**src/rtl/mio_bus_arbiter.sv**
```systemverilog
// mio_bus_arbiter: shares one memory/IO bus between the CPU (port C) and a
// DMA/display requester (port D). The winning request is latched, the bus is
// driven for MEM_LAT cycles, read data is captured, and the winner receives a
// one-cycle ready pulse.
// Optional feature macro: ARB_ROUND_ROBIN_EN (alternate on simultaneous
// requests); when undefined, C has fixed priority over D.
module mio_bus_arbiter #(
  parameter int unsigned ADDR_W  = 32,
  parameter int unsigned DATA_W  = 32,
  parameter int unsigned MEM_LAT = 2,
  parameter int unsigned CNT_W   = 4
) (
  input  logic              clk,
  input  logic              reset,
  input  logic              cpu_req,
  input  logic              cpu_we,
  input  logic [ADDR_W-1:0] cpu_addr,
  input  logic [DATA_W-1:0] cpu_wdata,
  output logic [DATA_W-1:0] cpu_rdata,
  output logic              cpu_ready,
  input  logic              dma_req,
  input  logic              dma_we,
  input  logic [ADDR_W-1:0] dma_addr,
  input  logic [DATA_W-1:0] dma_wdata,
  output logic [DATA_W-1:0] dma_rdata,
  output logic              dma_ready,
  output logic              mem_en,
  output logic              mem_we,
  output logic [ADDR_W-1:0] mem_addr,
  output logic [DATA_W-1:0] mem_wdata,
  input  logic [DATA_W-1:0] mem_rdata,
  output logic [1:0]        grant,
  output logic              busy
);

  localparam logic [CNT_W-1:0] CNT_LAST = CNT_W'(MEM_LAT - 1);
  localparam logic [1:0]       GNT_C    = 2'b01;
  localparam logic [1:0]       GNT_D    = 2'b10;

  typedef enum logic [1:0] {
    ST_IDLE   = 2'd0,
    ST_ACCESS = 2'd1,
    ST_DONE   = 2'd2
  } state_t;

  state_t              r_state;
  logic [CNT_W-1:0]    r_cnt;
  logic                r_last_d;      // 1 = last grant went to D
  logic [1:0]          r_grant;
  logic                r_we;
  logic [ADDR_W-1:0]   r_addr;
  logic [DATA_W-1:0]   r_wdata;
  logic                r_mem_en;
  logic                r_mem_we;
  logic [DATA_W-1:0]   r_cpu_rdata;
  logic [DATA_W-1:0]   r_dma_rdata;
  logic                r_cpu_ready;
  logic                r_dma_ready;
  logic                r_busy;

  state_t              w_state_nxt;
  logic [CNT_W-1:0]    w_cnt_nxt;
  logic                w_last_d_nxt;
  logic [1:0]          w_grant_nxt;
  logic                w_we_nxt;
  logic [ADDR_W-1:0]   w_addr_nxt;
  logic [DATA_W-1:0]   w_wdata_nxt;
  logic                w_mem_en_nxt;
  logic                w_mem_we_nxt;
  logic [DATA_W-1:0]   w_cpu_rdata_nxt;
  logic [DATA_W-1:0]   w_dma_rdata_nxt;
  logic                w_cpu_ready_nxt;
  logic                w_dma_ready_nxt;
  logic                w_pick_c;
  logic                w_pick_d;

  // Arbitration: choose the IDLE-state winner
  always_comb begin
`ifdef ARB_ROUND_ROBIN_EN
    w_pick_c = cpu_req & (~dma_req | r_last_d);
`else
    w_pick_c = cpu_req;
`endif
    w_pick_d = dma_req & ~w_pick_c;
  end

  // Next-state and next-output logic
  always_comb begin
    w_state_nxt     = r_state;
    w_cnt_nxt       = r_cnt;
    w_last_d_nxt    = r_last_d;
    w_grant_nxt     = r_grant;
    w_we_nxt        = r_we;
    w_addr_nxt      = r_addr;
    w_wdata_nxt     = r_wdata;
    w_mem_en_nxt    = 1'b0;
    w_mem_we_nxt    = 1'b0;
    w_cpu_rdata_nxt = r_cpu_rdata;
    w_dma_rdata_nxt = r_dma_rdata;
    w_cpu_ready_nxt = 1'b0;
    w_dma_ready_nxt = 1'b0;
    unique case (r_state)
      ST_IDLE: begin
        w_grant_nxt = 2'b00;
        if (w_pick_c || w_pick_d) begin
          w_state_nxt  = ST_ACCESS;
          w_cnt_nxt    = '0;
          w_grant_nxt  = w_pick_c ? GNT_C : GNT_D;
          w_last_d_nxt = w_pick_d;
          w_we_nxt     = w_pick_c ? cpu_we    : dma_we;
          w_addr_nxt   = w_pick_c ? cpu_addr  : dma_addr;
          w_wdata_nxt  = w_pick_c ? cpu_wdata : dma_wdata;
          w_mem_en_nxt = 1'b1;
          w_mem_we_nxt = w_pick_c ? cpu_we    : dma_we;
        end
      end
      ST_ACCESS: begin
        if (r_cnt != CNT_LAST) begin
          w_cnt_nxt    = r_cnt + CNT_W'(1);
          w_mem_en_nxt = 1'b1;
          w_mem_we_nxt = r_we;
        end else begin
          w_state_nxt = ST_DONE;
          if (r_grant == GNT_C) begin
            w_cpu_ready_nxt = 1'b1;
            if (!r_we) w_cpu_rdata_nxt = mem_rdata;
          end else begin
            w_dma_ready_nxt = 1'b1;
            if (!r_we) w_dma_rdata_nxt = mem_rdata;
          end
        end
      end
      ST_DONE: begin
        w_state_nxt = ST_IDLE;
        w_grant_nxt = 2'b00;
      end
      default: begin
        w_state_nxt = ST_IDLE;
        w_grant_nxt = 2'b00;
      end
    endcase
  end

  // State and output registers; async reset aborts any transaction
  always_ff @(posedge clk or negedge reset) begin
    if (!reset) begin
      r_state     <= ST_IDLE;
      r_cnt       <= '0;
      r_last_d    <= 1'b1;
      r_grant     <= 2'b00;
      r_we        <= 1'b0;
      r_addr      <= '0;
      r_wdata     <= '0;
      r_mem_en    <= 1'b0;
      r_mem_we    <= 1'b0;
      r_cpu_rdata <= '0;
      r_dma_rdata <= '0;
      r_cpu_ready <= 1'b0;
      r_dma_ready <= 1'b0;
      r_busy      <= 1'b0;
    end else begin
      r_state     <= w_state_nxt;
      r_cnt       <= w_cnt_nxt;
      r_last_d    <= w_last_d_nxt;
      r_grant     <= w_grant_nxt;
      r_we        <= w_we_nxt;
      r_addr      <= w_addr_nxt;
      r_wdata     <= w_wdata_nxt;
      r_mem_en    <= w_mem_en_nxt;
      r_mem_we    <= w_mem_we_nxt;
      r_cpu_rdata <= w_cpu_rdata_nxt;
      r_dma_rdata <= w_dma_rdata_nxt;
      r_cpu_ready <= w_cpu_ready_nxt;
      r_dma_ready <= w_dma_ready_nxt;
      r_busy      <= (w_state_nxt != ST_IDLE);
    end
  end

  assign cpu_rdata = r_cpu_rdata;
  assign cpu_ready = r_cpu_ready;
  assign dma_rdata = r_dma_rdata;
  assign dma_ready = r_dma_ready;
  assign mem_en    = r_mem_en;
  assign mem_we    = r_mem_we;
  assign mem_addr  = r_addr;
  assign mem_wdata = r_wdata;
  assign grant     = r_grant;
  assign busy      = r_busy;

endmodule

```
**config.mk**
```make
export PLATFORM = sky130hd
export DESIGN_NAME = mio_bus_arbiter
export DESIGN_NICKNAME = d
export VERILOG_FILES = /design/src/rtl/mio_bus_arbiter.sv
export SDC_FILE = /design/constraint.sdc
export NUM_CORES = 1
export LEC_CHECK = 0
export BUFFER_PORTS_ARGS = -buffer_cell sky130_fd_sc_hd__buf_2
export CORE_AREA = 2 2 119 121
export DETAILED_ROUTE_END_ITERATION = 8
export DIE_AREA = 0 0 121 123
export PLACE_DENSITY = 0.86
export SLEW_MARGIN = 10
export SYNTH_ARGS = -nofsm -noshare
export SYNTH_HDL_FRONTEND = slang
export SYNTH_SLANG_ARGS = --single-unit
```
**constraint.sdc**
```tcl
create_clock -name clk -period 1.9 [get_ports clk]
set_input_delay 0.095 -clock clk [delete_from_list [all_inputs] [get_ports clk]]
set_output_delay 0.095 -clock clk [all_outputs]
set_load 0.01 [all_outputs]
```
# Word level (Yosys, flattened, before mapping)
# Cells that the tools add are included.
[word_totals] inputBits=166 latchBits=0 regBits=142 rom_bits=0 word_cells=56 out_inout_bits=135 mem_count=0 mem_bits_rw=0
[classes] n_eq_ne=5 n_mul=0 bitwise_logic=5 n_addsub=1 magnitude_cmp=0 shifts=0 reduce_logical=8 div_mod_pow=0 muxes=24
[op_table] cell="32-bit 2-to-1 mux" count=2
[op_table] cell="1-bit 2-to-1 mux" count=11
[op_table] cell="2-bit 2-to-1 mux" count=4
[op_table] cell="4-bit 2-to-1 mux" count=2
[op_table] cell="2-bit one-hot mux with 2 select lines" count=2
[op_table] cell="4-bit one-hot mux with 2 select lines" count=1
[op_table] cell="4-bit AND reduction" count=2
[op_table] cell="4-bit by 1-bit adder with 4-bit output, second input constant" count=1
[op_table] cell="2-bit by 1-bit equality test with 1-bit output, second input constant" count=2
[op_table] cell="2-bit inequality test, second input constant" count=2
[op_table] cell="4-bit by 1-bit inequality test with 1-bit output, second input constant" count=1
[op_table] cell="1-bit NOT" count=4
[op_table] cell="1-bit one-hot mux with 2 select lines" count=2
[op_table] cell="2-bit nonzero test" count=2
[op_table] cell="3-bit AND reduction" count=1
[op_table] cell="2-bit zero test" count=1
[op_table] cell="2-bit AND reduction" count=1
[op_table] cell="1-bit AND" count=1
[op_table] cell="1-bit logical OR" count=1

# Logic depth before layout (Yosys ltp)
# Gate-level depths: netlist of the first run.
[logic_depth] depth_word=6 ltp_mapped=6 depth_no_buf=5

# Worst setup path after synthesis of the first run
# OpenSTA, ideal clock, no wires.
[synth_path] kind="flip-flop to flip-flop" start="register r_state[1]" end="register r_cpu_rdata[1] (netlist: cpu_rdata[1])" t_required_ns=1.775 stages_incl_launch_ff=5 path_slack_ns=0.364 setup_time_ns=0.125 path_buffers=1 synth_period_minus_slack_ns=1.536 arrival_ns=1.411 path_cell_list="dfrtp_1 > nor4b_4 > nand3_4 > buf_6 > mux2_4"
[synth_between] elab_chain_len=2
[synth_lines] element="start, declared" line_no="46" text="state_t r_state;"
[synth_lines] element="start signal, assigned" line_no="162" text="r_state <= w_state_nxt;"
[synth_lines] element="2-bit by 1-bit equality test with 1-bit output" line_no="102" text="unique case (r_state)"
[synth_lines] element="4-bit AND reduction (no line)"
[synth_lines] element="end signal, assigned" line_no="171" text="r_cpu_rdata <= w_cpu_rdata_nxt;"
[synth_lines] element="end, declared" line_no="55" text="logic [DATA_W-1:0] r_cpu_rdata;"
# No other way between the ends.
# A chain may end at the register's enable or synchronous reset.

# Final worst setup path of the first run
[layout_path] start="register r_state[1]" end="register r_addr[23] (netlist: mem_addr[23])"
[layout_between] elab_chain_len=2
[layout_lines] element="2-bit zero test"
[layout_lines] element="2-bit AND reduction (no line)"
[layout_lines] element="end signal, assigned" line_no="167" text="r_addr <= w_addr_nxt;"
[layout_lines] element="end, declared" line_no="51" text="logic [ADDR_W-1:0] r_addr;"
# No other way between the ends.

==> metrics.md, run 1 <==
| Metric | Value |
|---|---|
| Remaining antenna violation count after routing | 0 |
| Reg-to-reg endpoint | mem_addr[23]$_DFFE_PN0P_ |
| Slew HR | 66.9% |
| Drt wl/cell | 18.5 microns |
| CTS H-tree lvls | 4 |
| Crit end category | flip-flop |
| Pwr per Cell Area | 1540 mW/mm^2 |
| Total GRT Usage | 27.3% |
| Adder-Cell Fraction of Synth Area | less than 1% |
| Fin Clk Skew | 0.00695 ns |
| RSZ-0062 raised after global routing | false |
| Port Buffer Count | 300 |
| R2R Path Start | r_state[1]$_DFF_PN0_ |
| Result of the run | finished clean |
| DR vias | 5873 |
| Gr ovfl total | 0 |
| Lkg Pwr | 4.92 nW |
| Antenna violations before repair | 0 |
| TritonCTS clock tree | yes |
| Worst-path fanout max | 55 |
| # setup viols final | 0 |
| Hold Buf Count CTS | 149 |
| Path category of the worst min-delay check | in -> reg |
| Reg2reg setup slack | 0.11 ns |
| Reg2reg path depth | 4 |
| Final Hold Viols | 0 |
| Hold depth | 3 |
| VDD IR max | 0.669 mV |
| Die Wd | 121 microns |
| Yosys warns | 0 |
| I/O pin count | around 300 |
| Fill cells | 823 |
| CTS max path bufs | 2 |
| First drt pass iteration count | 4 |
| Largest family of logic cells by synthesized area | multiplexers |
| Area growth from synthesis to layout | 63.5% |
| Post-CTS setup buffer count | 0 |
| Post-Syn Area per Cell | approximately 13 sq um |
| Top FF cell, synth | dfrtp_1 |
| Share of cells above drive strength 1 | 45.2% |
| Max stage delay cell, worst path | dfrtp_1 |
| Detailed placer's ending HPWL | 11600 microns |
| Setup TNS | 0 ns |
| Tmin final | 1.79 ns |
| First-pass GRT wire length | 31200 microns |
| Syn Nets | 644 |
| Fin util | 73.4% |
| Initial core utilization | 44.9% |
| Fin nets | 1087 |
| Hold Worst Slack | 0.0238 ns |
| DRC viols | 0 |
| Placer Congestion | 0.770 |
| Max stage delay on crit path | 0.44 ns |
| CTS clk-pin slew, worst paths | 0.06 ns |
| Min-delay src | cpu_addr[21] |
| Routed WL | 20600 microns |
| CP arrival | 2.05 ns |
| WP data required | 2.16 ns |
| Post-Syn Instances | roughly 480 |
| Post-Synth XOR/XNOR Area | 0.143% |
| Vias in the first global route | 6115 |
| Crit Path Class | reg -> reg |
| Worst-Skew Late Latency | about 0.4 ns |
| Iteration-0 DRC Markers | 349 |
| Synth Area in Compound Gates | 12.0% |
| Post-synth design cell area | 0.00611 sq mm |
| Post-synthesis sequential area ratio | approximately three fifths |
| CTS buffer count | 17 |
| # diodes | 0 |
| Max Clk Rate | 558 MHz |
| Post-synthesis cell type count | 33 |
| Slew Limit Fails | 0 |
| Tot Pwr | 15.4 mW |
| Area post-placement | between 0.007 and 0.008 sq mm |
| Die area | around 0.015 sq mm |
| EDFF count, synth | 0 |
| Mux cell area share after synthesis | 22.9% |
| Post-synth ARST share | 100% |
| Die height | 123 microns |
| Top cell by count, worst path | o21ai_0 |
| Clock Sinks | 142 |
| Post-Synth Simple-Gate Area | approximately 2.8% |
| CTS resizes | 0 |
| Yosys reg bits | around 140 |
| CTS root buf | clkbuf_16 |
| CP cell instances | or2_2 -> buf_4 -> o21ai_0 -> o21ai_0 |
| Setup crit start kind | flip-flop |
| Period Utilization, post-route | 94.4% |
| Design area | 0.00999 sq mm |
| Slew at the pin closest to its max-slew limit | 0.496 ns |
| Core Region | 0.0136 sq mm |
| Largest net degree at the start of global routing | 70 |
| WHS Endpoint | mem_addr[21]$_DFFE_PN0P_ |
| # rows | 43 |
| Vias/cell | around 5.3 |
| Max_cap viols | 0 |
==> placed cells by master, fill, tap and decap left out, types with 3 or more instances in the layout <==
cell           synthesis  layout
buf_2                  7     298
dlygate4sd3_1          0     149
dfrtp_1              142     142
o21ai_0              113     113
mux2i_1               67      67
mux2_2                62      62
clkbuf_16              0      17
o21ai_1               13      13
buf_12                 0       7
o21ai_2                6       6
bufinv_16              0       6
clkinv_4               0       5
buf_4                  0       5
nor2_1                 5       4
inv_1                  3       3
o22ai_1                3       3
==> layout make-up <==
type,instances,area [sq um],share of cell area (%)
Inverter,3,11.3,0.113
Multi-Input combinational cell,295,2340,23.4
Clock buffer,17,425,4.26
Clock inverter,15,260,2.61
Timing Repair Buffer,460,3170,31.8
Sequential cell,142,3550,35.6
Tap cell,180,225,2.25
==> cells by family after synthesis <==
logic type | count (synthesis)
muxes | 131
AOI/OAI and AO/OA | 139
adders and majority gates | 2
xor gates and xnor gates | 1
buffers and inverters | 39
DFF | 142
and+or+nand+nor | 22
==> synth_stat cells (2+ instances only) <==
| master | count | area share [%] |
|---|---|---|
| o21ai_0 | 113 | 9.3 |
| dfrtp_1 | 142 | 58 |
| o21ai_1 | 13 | 1.1 |
| inv_1 | 3 | 0.18 |
| buf_6 | 9 | 1.7 |
| mux2_2 | 62 | 11 |
| mux2i_1 | 67 | 11 |
| mux2_4 | 2 | 0.49 |
| o22ai_1 | 3 | 0.31 |
| o21ai_2 | 6 | 0.86 |
| nor2_1 | 5 | 0.31 |
| ha_1 | 2 | 0.41 |
| nor3b_1 | 2 | 0.25 |
| nand2b_1 | 2 | 0.20 |
| nand3_4 | 2 | 0.57 |
| buf_2 | 7 | 0.57 |
| clkbuf_1 | 20 | 1.2 |
==> sequential cells by signal, summed over array words and instances (netlist names), 2 cells and up <==
name and flops:
r_cnt 4, mem_wdata 32, grant 2, r_state 2, dma_rdata 32, mem_addr 32
cpu_rdata 32
==> routing by layer <==
layer,GRT usage [%],up-vias,share of wire (%)
met5,0,-,0
met4,18.8,0,6.2
met3,6.60,88,7.7
met2,46.4,362,50
met1,30.4,2817,36
li1,-,2606,-
==> worst max-delay path: cells and delay by family (launching register included) <==
family / cells / cell delay (ns)
and+or+nand+nor: 1 / 0.35
buffers and inverters: 1 / 0.28
AOI/OAI and AO/OA: 2 / 0.53
DFF: 1 / 0.44
==> per-stage QoR <==
stage          instances  worst slack, ns
2_1_floorplan        476            0.364
3_3_place_gp         931            0.235
3_5_place_dp         931            0.151
4_1_cts             1112            0.138
5_1_grt             1112           0.0464
6_report            1112            0.107
==> power breakdown <==
group	leakage (nW)	internal, mW	switching, mW
clock network	0.335	2.49	1.33
registers	1.71	4.56	0.870
logic	2.87	2.80	3.31
==> how the worst max path moves through the flow <==
stage | startpoint | endpoint | slack (ns) | depth (start not counted)
3_3_place_gp | r_cnt[0]$_DFFE_PN0P_ | cpu_rdata[24]$_DFFE_PN0P_ | 0.23 | 5
6_report | r_state[1]$_DFF_PN0_ | mem_addr[23]$_DFFE_PN0P_ | 0.11 | 4
2_1_floorplan | r_state[1]$_DFF_PN0_ | cpu_rdata[1]$_DFFE_PN0P_ | 0.36 | 4
5_1_grt | r_state[1]$_DFF_PN0_ | mem_addr[23]$_DFFE_PN0P_ | 0.05 | 4
3_5_place_dp | r_cnt[0]$_DFFE_PN0P_ | cpu_rdata[19]$_DFFE_PN0P_ | 0.15 | 5
4_1_cts | r_cnt[0]$_DFFE_PN0P_ | cpu_rdata[20]$_DFFE_PN0P_ | 0.14 | 5
(Power assumes the default switching activity.)
==> inputs of run 2 (changes only) <==
--- a/config.mk
+++ b/config.mk
@@ -5,11 +5,12 @@
 export SDC_FILE = /design/constraint.sdc
 export NUM_CORES = 1
 export LEC_CHECK = 0
+export ABC_AREA = 1
 export BUFFER_PORTS_ARGS = -buffer_cell sky130_fd_sc_hd__buf_2
-export CORE_AREA = 2 2 119 121
+export CORE_AREA = 2 2 122 124
 export DETAILED_ROUTE_END_ITERATION = 8
-export DIE_AREA = 0 0 121 123
-export PLACE_DENSITY = 0.86
+export DIE_AREA = 0 0 124 126
+export PLACE_DENSITY = 0.84
 export SLEW_MARGIN = 10
 export SYNTH_ARGS = -nofsm -noshare
 export SYNTH_HDL_FRONTEND = slang
==> metrics.md, run 2 <==
| Metric | Value |
|---|---|
| Crit end category | flip-flop (unchanged) |
| # setup viols final | 0 (unchanged) |
| Largest net degree at the start of global routing | 74 (was 70) |
| CP cell instances | dlygate4sd3_1 -> buf_2 -> o21ai_4 -> buf_4 -> nand2_1 -> nand2_1 (was or2_2 -> buf_4 -> o21ai_0 -> o21ai_0) |
| Hold depth | 5 (was 3) |
| Area post-placement | 0.00794 sq mm (was 0.00781 sq mm) |
| Tmin final | 1.76 ns (was 1.79 ns) |
| First drt pass iteration count | 5 (was 4) |
| Die Wd | 124 microns (was 121 microns) |
| Bufs and invs on worst path | 3 (was 1) |
| CTS max path bufs | 2 (unchanged) |
| Routed WL | 24300 microns (was 20600 microns) |
| Initial core utilization | 44.1% (was 44.9%) |
| Synth area leader | dfrtp_1 (unchanged) |
| Drt wl/cell | 16.7 microns (was 18.5 microns) |
| Fin nets | 1427 (was 1087) |
| Max_cap viols | 0 (unchanged) |
| Detailed placer's ending HPWL | 12600 microns (was 11600 microns) |
| CTS resizes | 0 (unchanged) |
| Reg-to-reg endpoint | dma_rdata[31]$_DFFE_PN0P_ (was mem_addr[23]$_DFFE_PN0P_) |
| Total GRT Usage | 31.3% (was 27.3%) |
| Fin Clk Skew | 0.0101 ns (was 0.00695 ns) |
| Die height | 126 microns (was 123 microns) |
| Post-synthesis cell type count | 19 (was 33) |
| CP arrival | 2.11 ns (was 2.05 ns) |
| Clock Sinks | 142 (unchanged) |
| Most common cell after layout, fill and taps aside | nand2_1 (was buf_2) |
| # rows | 44 (was 43) |
| Worst-path fanout max | 58 (was 55) |
| Top post-synthesis cells by area | dfrtp_1, nand2_1, nand3_1, buf_2, buf_4 (was dfrtp_1, mux2_2, mux2i_1, o21ai_0, buf_6) |
| Pwr per Cell Area | 1500 mW/mm^2 (was 1540 mW/mm^2) |
| DRC viols | 0 (unchanged) |
| Period Utilization, post-route | 92.5% (was 94.4%) |
| CTS buffer count | 17 (unchanged) |
| R2R Path Start | r_cnt[1]$_DFFE_PN0P_ (was r_state[1]$_DFF_PN0_) |
| Reg2reg path depth | 7 (was 4) |
| Crit Path Class | in -> reg (was reg -> reg) |
| Setup TNS | 0 ns (unchanged) |
| Antenna violations before repair | 0 (unchanged) |
| Slew at the pin closest to its max-slew limit | 0.676 ns (was 0.496 ns) |
| Fin util | 70.5% (was 73.4%) |
| First-pass GRT wire length | 37700 microns (was 31200 microns) |
| I/O pin count | 301 (unchanged) |
| Worst-Skew Late Latency | 0.42 ns (was 0.40 ns) |
| Commonest non-fill, non-tap cells in the layout | nand2_1, buf_2, dlygate4sd3_1, dfrtp_1, nand3_1 (was buf_2, dlygate4sd3_1, dfrtp_1, o21ai_0, mux2i_1) |
| Crit path from | dma_req (was r_state[1]$_DFF_PN0_) |
| Synth top cells by count | nand2_1, dfrtp_1, nand3_1, buf_2 (was dfrtp_1, o21ai_0, mux2i_1, mux2_2, clkbuf_1) |
| Slew HR | 54.9% (was 66.9%) |
| Remaining antenna violation count after routing | 0 (unchanged) |
| WHS Endpoint | mem_wdata[7]$_DFFE_PN0P_ (was mem_addr[21]$_DFFE_PN0P_) |
| Path category of the worst min-delay check | in -> reg (unchanged) |
| Share of cells above drive strength 1 | 27.8% (was 45.2%) |
| Slew Limit Fails | 0 (unchanged) |
| Post-synthesis sequential area ratio | 56.3% (was 58.2%) |
| Area growth from synthesis to layout | 60.0% (was 63.5%) |
| Critical path's top delay family | buffers and inverters (was compound AO/OA/AOI/OAI gates) |
| VDD IR max | 0.736 mV (was 0.669 mV) |
| Post-Syn Instances | 820 (was 476) |
| Iteration-0 DRC Markers | 558 (was 349) |
| Vias/cell | 5.22 (was 5.28) |
| # diodes | 0 (unchanged) |
| Yosys reg bits | 142 (unchanged) |
| WP data required | 2.25 ns (was 2.16 ns) |
| Die area | 0.0156 sq mm (was 0.0149 sq mm) |
| Syn Nets | 988 (was 644) |
| Yosys warns | 0 (unchanged) |
| Post-Syn Area per Cell | 7.69 sq um (was 12.8 sq um) |
| Design area | 0.0101 sq mm (was 0.00999 sq mm) |
| TritonCTS clock tree | yes (unchanged) |
| EDFF count, synth | 0 (unchanged) |
| CTS H-tree lvls | 4 (unchanged) |
| Vias in the first global route | 7718 (was 6115) |
| Top cell by count, worst path | nand2_1 (was o21ai_0) |
| CTS root buf | clkbuf_16 (unchanged) |
| RSZ-0062 raised after global routing | false (unchanged) |
| Pre-CTS setup slack | 0.243 ns (was 0.151 ns) |
| Post-CTS setup buffer count | 0 (unchanged) |
| Final worst slack | 0.143 ns (was 0.107 ns) |
| CTS clk-pin slew, worst paths | 0.06 ns (about the same) |
| Max Clk Rate | 569 MHz (was 558 MHz) |
| Setup crit start kind | input pin (was flip-flop) |
| Most frequent cell after synthesis | nand2_1 (was dfrtp_1) |
| Top FF cell, synth | dfrtp_1 (unchanged) |
| Area share of the largest cell type after synthesis | 56.3% (was 58.2%) |
| Placer Congestion | 0.825 (was 0.770) |
| Post-synth design cell area | 0.00631 sq mm (was 0.00611 sq mm) |
| Max stage delay cell, worst path | buf_4 (was dfrtp_1) |
| DR vias | 7598 (was 5873) |
| Max stage delay on crit path | 0.58 ns (was 0.44 ns) |
| Core Region | 0.0143 sq mm (was 0.0136 sq mm) |
| Port Buffer Count | 300 (unchanged) |
| Result of the run | finished clean (unchanged) |
| Post-synth ARST share | 100% (unchanged) |
| Min-delay src | dma_wdata[7] (was cpu_addr[21]) |
| Final Hold Viols | 0 (unchanged) |
| Lkg Pwr | 5.81 nW (was 4.92 nW) |
| Reg2reg setup slack | 0.23 ns (was 0.11 ns) |
| Gr ovfl total | 0 (unchanged) |
==> run 2: kinds of logic after synthesis <==
family	after synthesis	synth area share (%)
adder cells (fa/ha/maj)	2	0.397
AND/OR/NAND/NOR	611	37.6
AO/OA/AOI/OAI	9	0.892
flip-flops	142	56.3
XOR/XNOR	1	0.139
buffers and inverters	55	4.66
==> run 2: worst register-to-register path, cell delays in order, from the launching register on <==
cell and delay (ns):
dfrtp_1 0.42, inv_1 0.08, ha_1 0.18, nand2_1 0.13, nor2_4 0.12, nand2_2 0.37
nand2_1 0.21, nand2_1 0.07
==> run 2: where the power goes <==
| group | internal [mW] | switching (mW) | total [mW] |
|---|---|---|---|
| sequential | 4.51 | 0.869 | 5.38 |
| combinational | 2.32 | 3.95 | 6.27 |
| clock | 2.21 | 1.27 | 3.48 |
==> run 2: per-layer routing <==
layer	share of wire (%)	up-vias	routed length, microns	GRT usage [%]
met2	47	578	11300	50.5
met3	9.8	159	2380	9.10
li1	-	3374	-	-
met1	36	3487	8730	35.3
met4	7.7	0	1860	22.3
met5	0	-	0	0
==> run 2: per-stage QoR <==
stage / hold WS (ns) / total power, mW / cells
5_1_grt: 0.0146 / 16.1 / 1456
3_3_place_gp: -0.114 / 10.8 / 1271
6_report: 0.0239 / 15.1 / 1456
3_5_place_dp: -0.116 / 11.1 / 1271
4_1_cts: 0.000419 / 14.8 / 1456
2_1_floorplan: -0.201 / 8.63 / 820
==> run 2: what timing repair did <==
item / CTS / global route
endpoints found under the setup margin: 0 / 0
hold buffers: 153 / 0
endpoints found under the hold margin: 268 / 0
==> run 2: worst max-delay path by stage <==
stage                     cells past startpoint                        end  slack (ns)
after global placement                        7  dma_rdata[18]$_DFFE_PN0P_        0.35
after CTS                                     7  dma_rdata[19]$_DFFE_PN0P_        0.25
after global routing                          7   dma_rdata[2]$_DFFE_PN0P_        0.09
after floorplan                               8  dma_rdata[10]$_DFFE_PN0P_        0.58
final                                         6   mem_addr[17]$_DFFE_PN0P_        0.14
after detailed placement                      7  dma_rdata[19]$_DFFE_PN0P_        0.24
==> run 2: area by class of cell <==
cell class	count	area (sq um)
Clock inverter	9	133
Multi-Input combinational cell	623	2460
Fill cell	924	4220
Inverter	11	41.3
Tap cell	184	230
Sequential cell	142	3550
Clock buffer	23	488
Timing Repair Buffer	464	3180
==> inputs of run 3 (changes only) <==
--- a/config.mk
+++ b/config.mk
@@ -6,11 +6,13 @@
 export NUM_CORES = 1
 export LEC_CHECK = 0
 export ABC_AREA = 1
+export ABC_CLOCK_PERIOD_IN_PS = 1800
 export BUFFER_PORTS_ARGS = -buffer_cell sky130_fd_sc_hd__buf_2
 export CORE_AREA = 2 2 122 124
 export DETAILED_ROUTE_END_ITERATION = 8
 export DIE_AREA = 0 0 124 126
 export PLACE_DENSITY = 0.84
+export SETUP_SLACK_MARGIN = 0.4
 export SLEW_MARGIN = 10
 export SYNTH_ARGS = -nofsm -noshare
 export SYNTH_HDL_FRONTEND = slang
==> constraint.sdc (replaced) <==
create_clock -name clk -period 1.8 [get_ports clk]
set_input_delay 0.09 -clock clk [delete_from_list [all_inputs] [get_ports clk]]
set_output_delay 0.09 -clock clk [all_outputs]
set_load 0.01 [all_outputs]
==> metrics.md, run 3 (synthesized netlist as in run 2, its figures left out) <==
| Metric | Value |
|---|---|
| Result of the run | finished clean (unchanged) |
| Detailed placer's ending HPWL | 12800 microns (was 12600 microns) |
| Max_cap viols | 0 (unchanged) |
| Vias in the first global route | 7546 (was 7718) |
| Iteration-0 DRC Markers | 646 (was 558) |
| DR vias | 7485 (was 7598) |
| # setup viols final | 0 (unchanged) |
| Sequential power share | 35.3% (was 35.6%) |
| Fin Clk Skew | 0.00904 ns (was 0.0101 ns) |
| Gr ovfl total | 0 (unchanged) |
| Die area | 0.0156 sq mm (unchanged) |
| CTS max path bufs | 2 (unchanged) |
| Final worst slack | 0.415 ns (was 0.143 ns) |
| Drt wl/cell | 16.5 microns (was 16.7 microns) |
| Share of cells above drive strength 1 | 28.9% (was 27.8%) |
| First drt pass iteration count | 5 (unchanged) |
| Switching pwr | 6.64 mW (was 6.09 mW) |
| Setup TNS | 0 ns (unchanged) |
| Largest net degree at the start of global routing | 67 (was 74) |
| Tmin final | 1.38 ns |
| Reg2reg setup slack | 0.42 ns (was 0.23 ns) |
| VDD IR max | 0.671 mV (was 0.736 mV) |
| CTS buffer count | 17 (unchanged) |
| Clock Sinks | 142 (unchanged) |
| First-pass GRT wire length | 36600 microns (was 37700 microns) |
| Die Wd | 124 microns (unchanged) |
| Fin nets | 1438 (was 1427) |
| # diodes | 0 (unchanged) |
| Crit Path Class | reg -> reg (was in -> reg) |
| Max Clk Rate | 722 MHz |
| I/O pin count | 301 (unchanged) |
| Slew at the pin closest to its max-slew limit | 0.521 ns (was 0.676 ns) |
| Setup crit start kind | flip-flop (was input pin) |
| Clock power frac | 21.8% (was 23.0%) |
| Remaining antenna violation count after routing | 0 (unchanged) |
| Most common cell after layout, fill and taps aside | nand2_1 (unchanged) |
| CP cell instances | nor2_4 -> o21ai_4 -> inv_2 -> buf_12 -> nand2_1 -> nand2_1 (was dlygate4sd3_1 -> buf_2 -> o21ai_4 -> buf_4 -> nand2_1 -> nand2_1) |
| Worst-Skew Late Latency | 0.41 ns (was 0.42 ns) |
| Top cell by count, worst path | nand2_1 (unchanged) |
| CTS root buf | clkbuf_16 (unchanged) |
| CTS clk-pin slew, worst paths | 0.06 ns (about the same) |
| Vias/cell | 5.10 (was 5.22) |
| Switching fraction of total power | 40.8% (was 40.3%) |
| Internal power | 9.64 mW (was 9.03 mW) |
| Crit end category | flip-flop (unchanged) |
| TritonCTS clock tree | yes (unchanged) |
| Die height | 126 microns (unchanged) |
| RSZ-0062 raised after global routing | true (was false) |
| Path category of the worst min-delay check | in -> reg (unchanged) |
| Routed WL | 24200 microns (was 24300 microns) |
| Slew Limit Fails | 0 (unchanged) |
| Commonest non-fill, non-tap cells in the layout | nand2_1, buf_2, dlygate4sd3_1, dfrtp_1, nand3_1 (unchanged) |
| Max stage delay on crit path | 0.46 ns (was 0.58 ns) |
| Period Utilization, post-route | about three quarters |
| CTS H-tree lvls | 4 (unchanged) |
| CP arrival | 1.72 ns (was 2.11 ns) |
| Max stage delay cell, worst path | dfrtp_1 (was buf_4) |
| Core Region | 0.0143 sq mm (unchanged) |
| Lkg Pwr | 5.87 nW (was 5.81 nW) |
| Fin util | 71.7% (was 70.5%) |
| DRC viols | 0 (unchanged) |
| Area growth from synthesis to layout | 62.7% (was 60.0%) |
| Initial core utilization | 44.1% (unchanged) |
| Pwr per Cell Area | 1590 mW/mm^2 (was 1500 mW/mm^2) |
| Worst-path fanout max | 47 (was 58) |
| Placer Congestion | 0.820 (was 0.825) |
| Slew HR | 65.2% (was 54.9%) |
| Final Hold Viols | 0 (unchanged) |
| Antenna violations before repair | 0 (unchanged) |
| WP data required | 2.14 ns (was 2.25 ns) |
| Logic pwr share | 42.9% (was 41.4%) |
| # rows | 44 (unchanged) |
| Pre-CTS setup slack | 0.260 ns (was 0.243 ns) |
| Total GRT Usage | 30.4% (was 31.3%) |
| Port Buffer Count | 300 (unchanged) |
run 3: cell types whose count changed in the layout (fill, tap and decap cells not counted), sizes merged:
cell	delta
buf	+10
bufinv	-1
clkbuf	-2
clkinvlp	+2
inv	+2
run 3: metrics by stage:
step                hold WS [ns]  power, mW  cell area [sq um]  std cells
finish                    0.0390       16.3              10300       1467
global route              0.0236       17.2              10300       1467
CTS                     0.000624       15.7              10100       1462
detailed placement        0.0809       11.7               7960       1276
global placement          0.0806       11.5               7960       1276
floorplan                 -0.206       9.11               6310        820
run 3: area by class of cell:
cell class | instances | area [sq um]
flip-flops and latches | 142 | 3560
repair buffers | 475 | 3330
fillers | 918 | 4050
well taps | 184 | 230
multi-input cells | 623 | 2510
inverters | 11 | 41.3
clock buffers | 20 | 467
clock inverters | 12 | 135
run 3: repair_timing:
action | in CTS | in global routing
setup endpoints to repair | 67 | 89
buffers inserted | 1 | 4
pin swaps | 0 | 2
gates resized for setup | 8 | 19
hold endpoints to repair | 176 | 0
hold buffers | 153 | 0
gates cloned | 0 | 1
run 3: routing by layer:
layer  GRT usage (%)  share of wire [%]  wire [microns]  up-vias
met4            19.2                5.7            1380        0
met2            50.9                 49           11800      530
met1            33.8                 36            8660     3442
met5               0                  0               0        -
li1                -                  -               -     3386
met3            8.29                9.8            2370      127
run 3: worst paths after layout:
check,startpoint,endpoint,cells after the start
worst max-delay path,r_state[1]$_DFF_PN0_,mem_addr[16]$_DFFE_PN0P_,6
worst min-delay path,dma_wdata[8],mem_wdata[8]$_DFFE_PN0P_,5
worst max register to register,r_state[1]$_DFF_PN0_,mem_addr[16]$_DFFE_PN0P_,6
worst min register to register,dma_rdata[8]$_DFFE_PN0P_,dma_rdata[8]$_DFFE_PN0P_,2
max in group asynchronous,reset,mem_wdata[8]$_DFFE_PN0P_,3
min in group asynchronous,reset,cpu_rdata[31]$_DFFE_PN0P_,2
run 3: power groups by stage:
stage / combinational, mW / clock, mW / sequential, mW
after floorplan: 2.81 / 0 / 6.30
after global placement: 5.86 / 0 / 5.63
after detailed placement: 6.07 / 0 / 5.65
after CTS: 6.46 / 3.57 / 5.63
after global routing: 7.66 / 3.71 / 5.87
final: 6.99 / 3.54 / 5.75
run 3: worst max-delay path: cells and delay by family, from the launching register on:
family | cells | cell delay [ns]
compound gates | 1 | 0.10
buf+inv | 2 | 0.31
simple gates | 3 | 0.43
flops | 1 | 0.46
